## config.mk

```make
export PLATFORM = sky130hd
export DESIGN_NAME = regf_arbiter_flat
export DESIGN_NICKNAME = d
export VERILOG_FILES = /design/src/rtl/regf_pkg.sv /design/src/rtl/regf_arbiter_if.sv /design/src/rtl/regf_port_arb.sv /design/src/rtl/regf_arbiter.sv /design/src/flat_wrapper.sv
export SDC_FILE = /design/constraint.sdc
export NUM_CORES = 1
export LEC_CHECK = 0
export ABC_AREA = 1
export CAP_MARGIN = 30
export CORE_AREA = 5 5 110 81
export CTS_BUF_LIST = sky130_fd_sc_hd__clkbuf_2
export DETAILED_ROUTE_END_ITERATION = 8
export DIE_AREA = 0 0 115 86
export HOLD_SLACK_MARGIN = 0.05
export PLACE_DENSITY = 0.79
export REMOVE_ABC_BUFFERS = 1
export SYNTH_ARGS = -nofsm -noshare
export SYNTH_HDL_FRONTEND = slang
export SYNTH_SLANG_ARGS = --single-unit
```

## constraint.sdc

```tcl
create_clock -name clk -period 2.18 [get_ports clk]
set_input_delay 0.327 -clock clk [delete_from_list [all_inputs] [get_ports clk]]
set_output_delay 0.327 -clock clk [all_outputs]
set_load 0.01 [all_outputs]
```

## src/rtl/regf_pkg.sv

```systemverilog
// Shared types and default widths for the register-file arbiter.
package regf_pkg;

  localparam int REGF_ADDR_W = 15;
  localparam int REGF_DATA_W = 8;

  typedef enum logic {
    REQ_A = 1'b0,
    REQ_B = 1'b1
  } req_id_e;

  typedef enum logic [1:0] {
    FREE  = 2'd0,
    OWN_A = 2'd1,
    OWN_B = 2'd2
  } port_st_e;

  function automatic req_id_e other_req(req_id_e id);
    return (id == REQ_A) ? REQ_B : REQ_A;
  endfunction

endpackage

```

## src/rtl/regf_arbiter_if.sv

```systemverilog
// Requester-side access bundle: request/lock/address/data in, grant and read return out.
interface regf_arbiter_if
  import regf_pkg::*;
#(
  parameter int ADDR_W = REGF_ADDR_W,
  parameter int DATA_W = REGF_DATA_W
);
  logic              req;
  logic              we;
  logic              lock;
  logic [ADDR_W-1:0] addr;
  logic [DATA_W-1:0] wdata;
  logic              gnt;
  logic              rvalid;
  logic [DATA_W-1:0] rdata;

  modport master (output req, we, lock, addr, wdata, input gnt, rvalid, rdata);
  modport slave  (input req, we, lock, addr, wdata, output gnt, rvalid, rdata);
endinterface

```

## src/rtl/regf_port_arb.sv

```systemverilog
// Two-requester arbiter for one register-file port, with round-robin and locked bursts.
//
//   state | meaning
//   FREE  | no owner; single candidate wins, contention goes to the pointer holder
//   OWN_A | A holds the port for a locked burst; B is held off
//   OWN_B | B holds the port for a locked burst; A is held off
module regf_port_arb
  import regf_pkg::*;
#(
  parameter int MAX_LOCK = 16
) (
  input  logic       clk,
  input  logic       reset,
  input  logic [1:0] cand,
  input  logic [1:0] lock,
  output logic [1:0] gnt
);

  localparam int             CNT_W    = $clog2(MAX_LOCK + 1);
  // Counter is cleared on the first beat, so the last allowed beat sees MAX_LOCK-1.
  localparam logic [CNT_W-1:0] CNT_LAST = CNT_W'(MAX_LOCK - 1);

  port_st_e          state_q, state_d;
  req_id_e           ptr_q, ptr_d;
  logic [CNT_W-1:0]  cnt_q, cnt_d;
  logic              win_vld;
  req_id_e           win_id;

  // Winner selection and next-state for the port.
  always_comb begin
    state_d = state_q;
    ptr_d   = ptr_q;
    cnt_d   = cnt_q;
    win_vld = 1'b0;
    win_id  = REQ_A;
    case (state_q)
      FREE: begin
        if (cand == 2'b11) begin
          win_vld = 1'b1;
          win_id  = ptr_q;
          ptr_d   = other_req(ptr_q);
        end else if (cand[0]) begin
          win_vld = 1'b1;
          win_id  = REQ_A;
        end else if (cand[1]) begin
          win_vld = 1'b1;
          win_id  = REQ_B;
        end
        if (win_vld && lock[win_id] && (MAX_LOCK > 1)) begin
          state_d = (win_id == REQ_A) ? OWN_A : OWN_B;
          cnt_d   = '0;
        end
      end
      OWN_A, OWN_B: begin
        win_id  = (state_q == OWN_A) ? REQ_A : REQ_B;
        win_vld = cand[win_id];
        if (win_vld) cnt_d = cnt_q + CNT_W'(1);
        if (!win_vld || !lock[win_id] || (cnt_d == CNT_LAST)) begin
          state_d = FREE;
          ptr_d   = other_req(win_id);
        end
      end
      default: state_d = FREE;
    endcase
    gnt = {2{reset & win_vld}} & {win_id == REQ_B, win_id == REQ_A};
  end

  // Port state, round-robin pointer and lock-length counter.
  always_ff @(posedge clk or negedge reset) begin
    if (!reset) begin
      state_q <= FREE;
      ptr_q   <= REQ_A;
      cnt_q   <= '0;
    end else begin
      state_q <= state_d;
      ptr_q   <= ptr_d;
      cnt_q   <= cnt_d;
    end
  end

endmodule

```

## src/rtl/regf_arbiter.sv

```systemverilog
// Shares a 1W/1R register file between requesters A and B with independent port arbitration
// and a tagged, latency-matched read-return path.
module regf_arbiter
  import regf_pkg::*;
#(
  parameter int ADDR_W   = REGF_ADDR_W,
  parameter int DATA_W   = REGF_DATA_W,
  parameter int RD_LAT   = 1,
  parameter int MAX_LOCK = 16
) (
  input  logic              clk,
  input  logic              reset,
  regf_arbiter_if.slave     a_if,
  regf_arbiter_if.slave     b_if,
  output logic              wr_en,
  output logic [ADDR_W-1:0] wr_addr,
  output logic [DATA_W-1:0] data_in,
  output logic              rd_en,
  output logic [ADDR_W-1:0] rd_addr,
  input  logic [DATA_W-1:0] data_out
);

  logic [1:0] cand_w, cand_r, lock_v, gnt_w, gnt_r;

  assign cand_w = {b_if.req &  b_if.we, a_if.req &  a_if.we};
  assign cand_r = {b_if.req & ~b_if.we, a_if.req & ~a_if.we};
  assign lock_v = {b_if.lock, a_if.lock};

  regf_port_arb #(.MAX_LOCK(MAX_LOCK)) u_wr_arb (
    .clk(clk), .reset(reset), .cand(cand_w), .lock(lock_v), .gnt(gnt_w)
  );

  regf_port_arb #(.MAX_LOCK(MAX_LOCK)) u_rd_arb (
    .clk(clk), .reset(reset), .cand(cand_r), .lock(lock_v), .gnt(gnt_r)
  );

  logic [RD_LAT-1:0] tag_vld_q, tag_vld_d, tag_b_q, tag_b_d, tag_fwd_q, tag_fwd_d;
  logic [DATA_W-1:0] tag_dat_q [RD_LAT];
  logic [DATA_W-1:0] tag_dat_d [RD_LAT];
  logic [DATA_W-1:0] a_rdata_q, a_rdata_d, b_rdata_q, b_rdata_d;
  logic              fwd_hit, ret_vld, ret_b;
  logic [DATA_W-1:0] ret_data;

  // Register-file drive and grants, steered from the port winners.
  always_comb begin
    wr_en   = |gnt_w;
    wr_addr = '0;
    data_in = '0;
    if (gnt_w[1]) begin
      wr_addr = b_if.addr;
      data_in = b_if.wdata;
    end else if (gnt_w[0]) begin
      wr_addr = a_if.addr;
      data_in = a_if.wdata;
    end
    rd_en   = |gnt_r;
    rd_addr = '0;
    if (gnt_r[1])      rd_addr = b_if.addr;
    else if (gnt_r[0]) rd_addr = a_if.addr;
    a_if.gnt = gnt_w[0] | gnt_r[0];
    b_if.gnt = gnt_w[1] | gnt_r[1];
  end

  // A write and read to the same address in one cycle return the new data, not the stale array value.
  assign fwd_hit = wr_en & rd_en & (wr_addr == rd_addr);

  // Tag pipeline: requester ID and optional forwarded data travel alongside the array read.
  always_comb begin
    tag_vld_d = RD_LAT'({tag_vld_q, rd_en});
    tag_b_d   = RD_LAT'({tag_b_q, gnt_r[1]});
    tag_fwd_d = RD_LAT'({tag_fwd_q, fwd_hit});
    tag_dat_d = tag_dat_q;
    for (int i = RD_LAT - 1; i > 0; i--) tag_dat_d[i] = tag_dat_q[i-1];
    tag_dat_d[0] = data_in;
  end

  // Return steering; the requester not being served keeps its last read data.
  always_comb begin
    ret_vld     = tag_vld_q[RD_LAT-1];
    ret_b       = tag_b_q[RD_LAT-1];
    ret_data    = tag_fwd_q[RD_LAT-1] ? tag_dat_q[RD_LAT-1] : data_out;
    a_if.rvalid = ret_vld & ~ret_b;
    b_if.rvalid = ret_vld &  ret_b;
    a_rdata_d   = (ret_vld & ~ret_b) ? ret_data : a_rdata_q;
    b_rdata_d   = (ret_vld &  ret_b) ? ret_data : b_rdata_q;
    a_if.rdata  = a_rdata_d;
    b_if.rdata  = b_rdata_d;
  end

  // Return-path state; reset flushes reads in flight.
  always_ff @(posedge clk or negedge reset) begin
    if (!reset) begin
      tag_vld_q <= '0;
      tag_b_q   <= '0;
      tag_fwd_q <= '0;
      tag_dat_q <= '{default: '0};
      a_rdata_q <= '0;
      b_rdata_q <= '0;
    end else begin
      tag_vld_q <= tag_vld_d;
      tag_b_q   <= tag_b_d;
      tag_fwd_q <= tag_fwd_d;
      tag_dat_q <= tag_dat_d;
      a_rdata_q <= a_rdata_d;
      b_rdata_q <= b_rdata_d;
    end
  end

endmodule
```

## src/flat_wrapper.sv

```systemverilog
// flat-port wrapper written by rule: the top's interface ports become plain ports
module regf_arbiter_flat import regf_pkg::*;
#(
  parameter int ADDR_W   = REGF_ADDR_W,
  parameter int DATA_W   = REGF_DATA_W,
  parameter int RD_LAT   = 1,
  parameter int MAX_LOCK = 16
)
  (clk, reset, wr_en, wr_addr, data_in, rd_en, rd_addr, data_out, a_if_req, a_if_we, a_if_lock, a_if_addr, a_if_wdata, a_if_gnt, a_if_rvalid, a_if_rdata, b_if_req, b_if_we, b_if_lock, b_if_addr, b_if_wdata, b_if_gnt, b_if_rvalid, b_if_rdata);
  regf_arbiter_if #(.ADDR_W(ADDR_W), .DATA_W(DATA_W)) a_if_i ();
  regf_arbiter_if #(.ADDR_W(ADDR_W), .DATA_W(DATA_W)) b_if_i ();
  input  logic clk;
  input  logic reset;
  output logic wr_en;
  output logic [ADDR_W-1:0] wr_addr;
  output logic [DATA_W-1:0] data_in;
  output logic rd_en;
  output logic [ADDR_W-1:0] rd_addr;
  input  logic [DATA_W-1:0] data_out;
  input wire logic [$bits(a_if_i.req)-1:0] a_if_req;
  input wire logic [$bits(a_if_i.we)-1:0] a_if_we;
  input wire logic [$bits(a_if_i.lock)-1:0] a_if_lock;
  input wire logic [$bits(a_if_i.addr)-1:0] a_if_addr;
  input wire logic [$bits(a_if_i.wdata)-1:0] a_if_wdata;
  output wire logic [$bits(a_if_i.gnt)-1:0] a_if_gnt;
  output wire logic [$bits(a_if_i.rvalid)-1:0] a_if_rvalid;
  output wire logic [$bits(a_if_i.rdata)-1:0] a_if_rdata;
  input wire logic [$bits(b_if_i.req)-1:0] b_if_req;
  input wire logic [$bits(b_if_i.we)-1:0] b_if_we;
  input wire logic [$bits(b_if_i.lock)-1:0] b_if_lock;
  input wire logic [$bits(b_if_i.addr)-1:0] b_if_addr;
  input wire logic [$bits(b_if_i.wdata)-1:0] b_if_wdata;
  output wire logic [$bits(b_if_i.gnt)-1:0] b_if_gnt;
  output wire logic [$bits(b_if_i.rvalid)-1:0] b_if_rvalid;
  output wire logic [$bits(b_if_i.rdata)-1:0] b_if_rdata;
  assign a_if_i.req = a_if_req;
  assign a_if_i.we = a_if_we;
  assign a_if_i.lock = a_if_lock;
  assign a_if_i.addr = a_if_addr;
  assign a_if_i.wdata = a_if_wdata;
  assign a_if_gnt = a_if_i.gnt;
  assign a_if_rvalid = a_if_i.rvalid;
  assign a_if_rdata = a_if_i.rdata;
  assign b_if_i.req = b_if_req;
  assign b_if_i.we = b_if_we;
  assign b_if_i.lock = b_if_lock;
  assign b_if_i.addr = b_if_addr;
  assign b_if_i.wdata = b_if_wdata;
  assign b_if_gnt = b_if_i.gnt;
  assign b_if_rvalid = b_if_i.rvalid;
  assign b_if_rdata = b_if_i.rdata;
  regf_arbiter #(.ADDR_W(ADDR_W), .DATA_W(DATA_W), .RD_LAT(RD_LAT), .MAX_LOCK(MAX_LOCK)) u_core (.clk(clk), .reset(reset), .a_if(a_if_i), .b_if(b_if_i), .wr_en(wr_en), .wr_addr(wr_addr), .data_in(data_in), .rd_en(rd_en), .rd_addr(rd_addr), .data_out(data_out));
endmodule
```

==> run_results.csv <==
group,metric,value,unit
clock_tree,root_buffer,"clkbuf_2",
placement,detailed_place_hpwl,9758,um
setup_path,startpoint_type,"register",
setup_path,cp_max_fo,4,
global_routing,antenna_found_initial,0,
timing,fin_crit_sh,1.272,
layout,final_common_cell,"buf_4",
layout,diodes,0,
global_routing,grt_max_degree,44,
layout,drive_gt1_frac,0.4675,
clock_tree,cts_htree_levels,2,
timing,finClkSkew,0.02326,ns
floorplan,die_h,86,um
global_routing,grt_pass1_vias,5081,
power,vdd_drop_max,905.4,uV
floorplan,start_util,0.4544,
status,violations,"setup timing",
timing,tightest_slew,0.7904,ns
synthesis,synth.distinct_cells,34,
timing,max_freq,360.6,MHz
layout,seqCellArea,1080,um^2
route,drt_wl_total,20280,um
placement,dpl_cell_area,5386,um^2
power,leakagePower,3.539,nW
synthesis,yosys.area_share.xor_xnor,0.02002,
synthesis,synth-seq-cells,43,
status,status,"finished, violations left",
route,drt_pass1_iterations,6,
job,max_cap_violations,0,
timing,period_minus_slack,2.773,ns
synthesis,synthCells,524,
setup_path,startpoint,"u_core.u_wr_arb.state_q[0]$_DFFE_PN0P_",
timing,layout_setup_ws,-0.5929,ns
clock_tree,cts_sinks,43,
hold_path,worstHoldPathType,"in -> async",
setup_path,cp_data_required_time,1.85,ns
synthesis,yosys.area_share.simple,0.4019,
synthesis,synthMuxAreaShare,0.05148,
timing,maxSlewViolCount,0,
route,drt-vias-per-instance,6.060,
layout,layout_common_cells,"buf_4, nand2_1, buf_6, clkdlybuf4s50_1, nor2_1",
placement,pre_cts_slack,-0.5926,ns
synthesis,synth_top_area_cell,"dfrtp_1",
floorplan,rows,27,
clock_tree,cts_tree,"done",
synthesis,yosysTopAreaCellShare,0.3075,
floorplan,ios,122,
setup_path,arrival,2.45,ns
floorplan,fp.coreArea,7702,um^2
synthesis,syn-cell-area,3500,um^2
floorplan,die-area,9890,um^2
global_routing,grt_overflow_total,0,
layout,multiInputGateArea,2550,um^2
synthesis,yosys_warnings,0,
synthesis,synth_top_family_by_area,"simple AND/OR/NAND/NOR gates",
clock_tree,cts_buffers,5,
layout,final_area,6778,um^2
clock_tree,clkTransAtPathRegs,0.26,ns
timing,setup_viol,49,
synthesis,avgSynthCellArea,6.679,um^2
route,vias,5551,
setup_path,end_kind,"primary output",
route,drc_errors,0,
placement,io_buffers,121,
timing,max_slew_margin,0.4720,
route,drtIter0Drc,793,
power,totalPowerFinal,6.951,mW
synthesis,ys_top_cells_by_area,"dfrtp_1, nand2_1, inv_1",
timing,rsz0062_at_grt,"yes",
timing,hold_viol,0,
route,drt.antenna.violating_nets,0,
power,power_density,1026,nW/um^2
clock_tree,cts_buffer_depth,2,
layout,fill_cells,358,
route,avgRoutedWirePerCell,22.14,um
timing,fin_setup_tns,-20.11,ns
floorplan,dieWidth,115,um
setup_path,r2r-start,"u_core.u_wr_arb.state_q[0]$_DFFE_PN0P_",
placement,gp_congestion,0.8968,
synthesis,synth_fa_ha_area_frac,0.02860,
layout,stdcell_count,916,
placement,dp_cells,816,
clock_tree,clk_latency,0.42,ns
synthesis,synth_compound_area_frac,0.08974,
synthesis,ys_seq_area_frac,0.3075,
layout,final_nets,884,
layout,post-route-util,0.8800,
global_routing,grt_usage,0.3131,
setup_path,criticalPathCategory,"reg -> out",
global_routing,grt_pass1_wl,24960,um
layout,syn_to_final_growth,93.67,%
timing,holdWs,0.4874,ns
==> cells in the mapped netlist <==
cell type    n
nand2_1    172
nand3b_1     2
buf_12       1
a21oi_1     17
o21bai_1     1
nor2_4       2
nor2_8       1
o211ai_1     1
nand4_1     25
or2_2        1
nand3_2      3
nand3_4      1
inv_1       66
mux2_2      16
a211oi_1     1
clkinv_1     1
o31ai_1      1
o21ai_1      1
clkbuf_1     3
ha_1         8
nor2_1      66
buf_4        2
a22o_1       8
nand2_2     17
inv_2        2
nor3_1       2
nand3_1     19
xor2_1       8
buf_6        2
o21ai_0     16
dfrtp_1     43
buf_2        5
o22ai_1      7
nand2_4      3
==> final cells by class <==
cell class,instances,area share
multi-input cells,399,0.3762
clock buffers,5,0.003692
clock inverters,3,0.009969
well taps,101,0.01864
inverters,69,0.04135
repair buffers,296,0.3908
flip-flops and latches,43,0.1593
==> path summary, 6_finish.rpt <==
kind                                                     endpoint  slack, ns  cells after the start
worst min-delay path            u_core.u_rd_arb.ptr_q$_DFFE_PN0P_       0.49                      3
worst min register to register      u_core.b_rdata_q[5]$_DFF_PN0_       0.51                      2
max in group asynchronous              u_core.tag_fwd_q$_DFF_PN0_       1.26                      3
worst max-delay path                                   wr_addr[5]      -0.59                     12
min in group clk                    u_core.b_rdata_q[5]$_DFF_PN0_       0.51                      2
worst max register to register         u_core.tag_fwd_q$_DFF_PN0_      -0.48                     18
==> worst max-delay path, cell delays in order, from the launching register on <==
cell and delay (ns):
dfrtp_2 0.53, inv_2 0.12, ha_4 0.16, inv_4 0.04, nor2_4 0.09, nand3_2 0.10
nand2_4 0.12, buf_6 0.12, buf_4 0.11, nand4_1 0.23, nand2_1 0.20, inv_2 0.08
buf_6 0.12
==> what timing repair did <==
action / in CTS / in global routing
setup endpoints to repair: 62 / 64
pin swaps: 68 / 43
setup buffers: 86 / 26
gates resized for setup: 350 / 115
hold endpoints to repair: 43 / 0
gates cloned: 1 / 0
hold buffers: 1 / 0
==> sequential cells by signal (all words and copies together), names as in the netlist <==
register,count
u_core.u_rd_arb.cnt_q,5
u_core.u_rd_arb.state_q,2
u_core.b_rdata_q,8
u_core.ret_vld,1
u_core.tag_dat_q,8
u_core.u_wr_arb.state_q,2
u_core.u_wr_arb.cnt_q,5
u_core.u_rd_arb.ptr_q,1
u_core.ret_b,1
u_core.u_wr_arb.ptr_q,1
u_core.a_rdata_q,8
u_core.tag_fwd_q,1
==> per-layer routing <==
metal	track usage	part of all wire	up-vias
li1	-	-	2261
met1	0.3768	0.34	2502
met2	0.5457	0.45	591
met3	0.05994	0.13	197
met4	0.1322	0.082	0
met5	0	0	-
==> power breakdown <==
group / internal (mW) / switching (mW)
registers: 1.06 / 0.154
clock network: 0.307 / 0.291
logic: 2.43 / 2.71
==> cell families after synthesis <==
family | Yosys count
mux | 16
compound gates | 53
simple gates | 314
flops | 43
fa+ha+maj | 8
xor+xnor | 8
buf+inv | 82
Note: power is estimated with default switching activity, not from simulation.
